### config.mk
export PLATFORM = sky130hd
export DESIGN_NAME = piso_shift_param
export DESIGN_NICKNAME = d
export VERILOG_FILES = /design/src/rtl/piso_shift_param.sv
export SDC_FILE = /design/constraint.sdc
export NUM_CORES = 1
export LEC_CHECK = 0
export CAP_MARGIN = 20
export CORE_MARGIN = 5
export CORE_UTILIZATION = 35
export CTS_BUF_LIST = sky130_fd_sc_hd__clkbuf_2 sky130_fd_sc_hd__clkbuf_4 sky130_fd_sc_hd__clkbuf_8
export DETAILED_ROUTE_END_ITERATION = 6
export DONT_BUFFER_PORTS = 1
export PLACE_DENSITY_LB_ADDON = 0.3
export SLEW_MARGIN = 5
export SYNTH_ARGS = -nofsm -noshare
export SYNTH_HDL_FRONTEND = slang
export SYNTH_SLANG_ARGS = --single-unit
### constraint.sdc
create_clock -name clk -period 2.5 [get_ports clk]
set_input_delay 0.5 -clock clk [delete_from_list [all_inputs] [get_ports clk]]
set_output_delay 0.5 -clock clk [all_outputs]
set_load 0.01 [all_outputs]
### src/rtl/piso_shift_param.sv
// piso_shift_param: parallel-in/serial-out shifter with valid/ready load, bit order select, stall and busy/last framing
module piso_shift_param #(
   parameter int WIDTH      = 8,
   parameter bit MSB_FIRST  = 1'b1,
   parameter bit IDLE_LEVEL = 1'b0
) (
   input  logic             clk,
   input  logic             rst,
   input  logic             load_valid,
   output logic             load_ready,
   input  logic [WIDTH-1:0] pi,
   input  logic             shift_en,
   output logic             so,
   output logic             so_valid,
   output logic             busy,
   output logic             last
);
   localparam int CW = (WIDTH > 1) ? $clog2(WIDTH) : 1;
   typedef enum logic {IDLE, SHIFT} state_t;
   state_t           r_state, w_state_nxt;
   logic [WIDTH-1:0] r_q, w_q_nxt, w_shifted;
   logic [CW-1:0]    r_cnt, w_cnt_nxt;
   logic             w_accept;
   assign busy       = r_state == SHIFT;
   assign so_valid   = busy;
   assign last       = busy & (r_cnt == CW'(WIDTH - 1));
   assign load_ready = !busy | (last & shift_en);
   assign w_accept   = load_valid & load_ready;
   assign so         = busy ? (MSB_FIRST ? r_q[WIDTH-1] : r_q[0]) : IDLE_LEVEL;
   assign w_shifted  = MSB_FIRST ? {r_q[WIDTH-2:0], 1'b0} : {1'b0, r_q[WIDTH-1:1]};
   // an accept either starts a word from idle or chains onto the last bit of the current one
   always_comb begin
      w_state_nxt = r_state;
      w_q_nxt     = r_q;
      w_cnt_nxt   = r_cnt;
      if (w_accept) begin
         w_state_nxt = SHIFT;
         w_q_nxt     = pi;
         w_cnt_nxt   = '0;
      end else if (busy && shift_en) begin
         w_state_nxt = last ? IDLE : SHIFT;
         w_q_nxt     = last ? '0 : w_shifted;
         w_cnt_nxt   = last ? '0 : r_cnt + CW'(1);
      end
   end
   always_ff @(posedge clk or posedge rst) begin
      if (rst) begin
         r_state <= IDLE;
         r_q     <= '0;
         r_cnt   <= '0;
      end else begin
         r_state <= w_state_nxt;
         r_q     <= w_q_nxt;
         r_cnt   <= w_cnt_nxt;
      end
   end
endmodule

==> impl_results.md <==
* Pwr per Cell Area at 879 nW/um^2
* Total iterations of the first detailed-routing run at 4
* Worst Path Max Fanout at 20
* Worst Skew at 0.000481 ns
* Max VDD drop at 0.391 mV
* Fin cells at 110
* Crit Path Category: reg2out
* CTS tree: done
* Clock slew at reported path FFs at 0.08 ns
* Diodes inserted at 0
* Largest net degree at the start of global routing at 21
* Io pins at 17
* Setup violators final at 0
* Clock Tree Root: clkbuf_4
* Routed vias/inst at 5.17
* RSZ-0062 raised after global routing: false
* Drt drc at 0
* Setup ws final at 0.389 ns
* # placed instances at 107
* CP Data Arrival Time at 1.61 ns
* Maxcap violations at 0
* P_leak at 0.000341 uW
* Placed instance area at 781 um^2
* GRT overflow at 0
* Final min period at 2.11 ns
* H-tree level count at 1
* Fraction of layout instances using a drive strength above 1 at 0.171
* Post-Syn Area per Cell at 9.55 um^2
* Port bufs at 0
* Period utilization at 0.844
* Layout Nets at 98
* Flops & latches, synth at 12
* Final Routed Wirelength at 1620 um
* Post-DP HPWL at 1220 um
* CTS buffer count at 3
* Cell repeated most along the worst path: ha_1
* Startpoint types: flop
* Routed via count at 569
* # rows at 17
* Die Wd at 57.9 um
* Initial Utilization at 0.366
* Cell family with most CP delay: adder cells
* Die H at 57.9 um
* Run status: complete, no violations
* Syn Inst Count at 84
* Gr usage total at 0.106
* Tightest Pin Transition at 0.563 ns
* Skew-Pair Late Insertion Delay at 0.28 ns
* CTS sink cnt at 12
* Design area at 803 um^2
* CTS Buffer Depth at 2
* Slowest cell on the critical path: ha_1
* Slew Viols, Final at 0
* Hold Fails Final Rpt at 0
* Initial DRC Count at 15
* Number of synthesis warnings at 0
* Post-synthesis net count at 98
* Core footprint at 2190 um^2
* CP peak stage delay at 0.51 ns
* Die area at 3350 um^2
* Crit end category: output pin
* Setup TNS at 0 ns
* PostCTS Resize Cnt at 0
* Fin util at 0.367
* Initial antenna violation count at 0
* Hold Buf Count CTS at 0
* Vias in the first global route at 588
* Unique masters post-synth at 28
* First-pass GRT wire length at 2690 um
* Post-synthesis sequential area ratio at 0.374
* Postcts setup bufs at 0
* Layout area overhead at 0.156%
* CP bufs+invs at 0
* DP Worst Slack at 0.684 ns
* Routed WL per cell at 14.7 um
* Worst path cell trace: ha_1 -> ha_1 -> and2_2
* CP required at 2.00 ns
* GPL Wtd Cong at 0.798
* Post-DRT Antenna Nets at 0
* Cell Area, Synth at 802 um^2
* Rel. slew slack at 0.625
* Fmax at 474 MHz
* Min-Delay Path Class: in2async
## path summary, 6_finish.rpt
kind	from	endpoint	slack (ns)	depth (start not counted)
setup / recovery	r_cnt[0]	last	0.39	3
hold / removal	rst	r_q[5]	0.11	1
setup reg to reg	r_cnt[0]	r_q[7]	0.67	5
hold reg to reg	r_cnt[1]	r_cnt[1]	0.52	1
max in group asynchronous	rst	r_q[6]	2.08	1
min in group clk	load_valid	busy	0.33	1
## cells in the final DEF, fill, tap and decap left out, drive strengths merged
cell type,n
nand2b,8
o21a,3
and2b,1
mux2i,1
a22o,2
a21oi,8
dfrtp,12
and2,3
inv,5
ha,2
nand2,4
nor2b,4
a32o,2
clkbuf,3
o221a,4
a211oi,3
or2,1
o21ai,7
nor2,9
## Yosys cell counts
master,number,area (um^2)
a211oi_1,1,7.51
a211oi_2,2,25.0
a21oi_1,6,30.0
a21oi_2,2,17.5
a22o_1,2,17.5
a32o_1,2,20.0
and2_2,2,15.0
and2_4,1,8.76
and2b_4,1,10.0
buf_4,1,7.51
buf_6,3,33.8
buf_8,1,15.0
dfrtp_1,12,300
ha_1,2,25.0
inv_1,5,18.8
mux2i_1,1,10.0
nand2_1,4,15.0
nand2b_1,7,43.8
nand2b_2,1,8.76
nor2_1,8,30.0
nor2_2,1,6.26
nor2b_1,3,18.8
nor2b_2,1,8.76
o21a_1,3,22.5
o21ai_0,4,20.0
o21ai_1,3,15.0
o221a_1,4,45.0
or2_1,1,6.26
## registers in the layout, summed over array words and instances, names as in the netlist
| register | cells |
|---|---|
| r_q | 8 |
| r_cnt | 3 |
| busy | 1 |
## final cells by class
| class | count | area, um^2 |
|---|---|---|
| clock buffers | 3 | 22.5 |
| fillers | 220 | 1390 |
| inverters | 5 | 18.8 |
| multi-input cells | 62 | 427 |
| flip-flops and latches | 12 | 300 |
| well taps | 28 | 35.0 |
## metrics by stage
stage,hold WS [ns],power [uW]
2_1_floorplan,0.365,559
3_3_place_gp,0.440,585
3_5_place_dp,0.435,586
4_1_cts,0.137,709
5_1_grt,0.146,766
6_report,0.110,706
## logic make-up (layout without fill, tap and decap cells)
logic type	after synthesis	in the layout	synth area share
AOI/OAI and AO/OA	29	29	0.275
adders and majority gates	2	2	0.0312
buffers and inverters	10	8	0.0936
DFF	12	12	0.374
muxes	1	1	0.0125
and+or+nand+nor	30	30	0.214
## report_power, final
part	switching, uW	internal [uW]	leakage (uW)
logic	128	138	0.000183
clock network	69.0	55.9	0.0000138
registers	53.7	262	0.000144
total	250	456	0.000341
## metal layers
| layer | vias to the layer above | routed length (um) | track usage |
|---|---|---|---|
| met2 | 11 | 736 | 0.158 |
| met4 | 0 | 31 | 0.0662 |
| met1 | 261 | 794 | 0.135 |
| met5 | - | 0 | 0 |
| met3 | 5 | 53 | 0.0290 |
| li1 | 292 | - | - |
No activity file was read; power rests on OpenSTA's default activity.
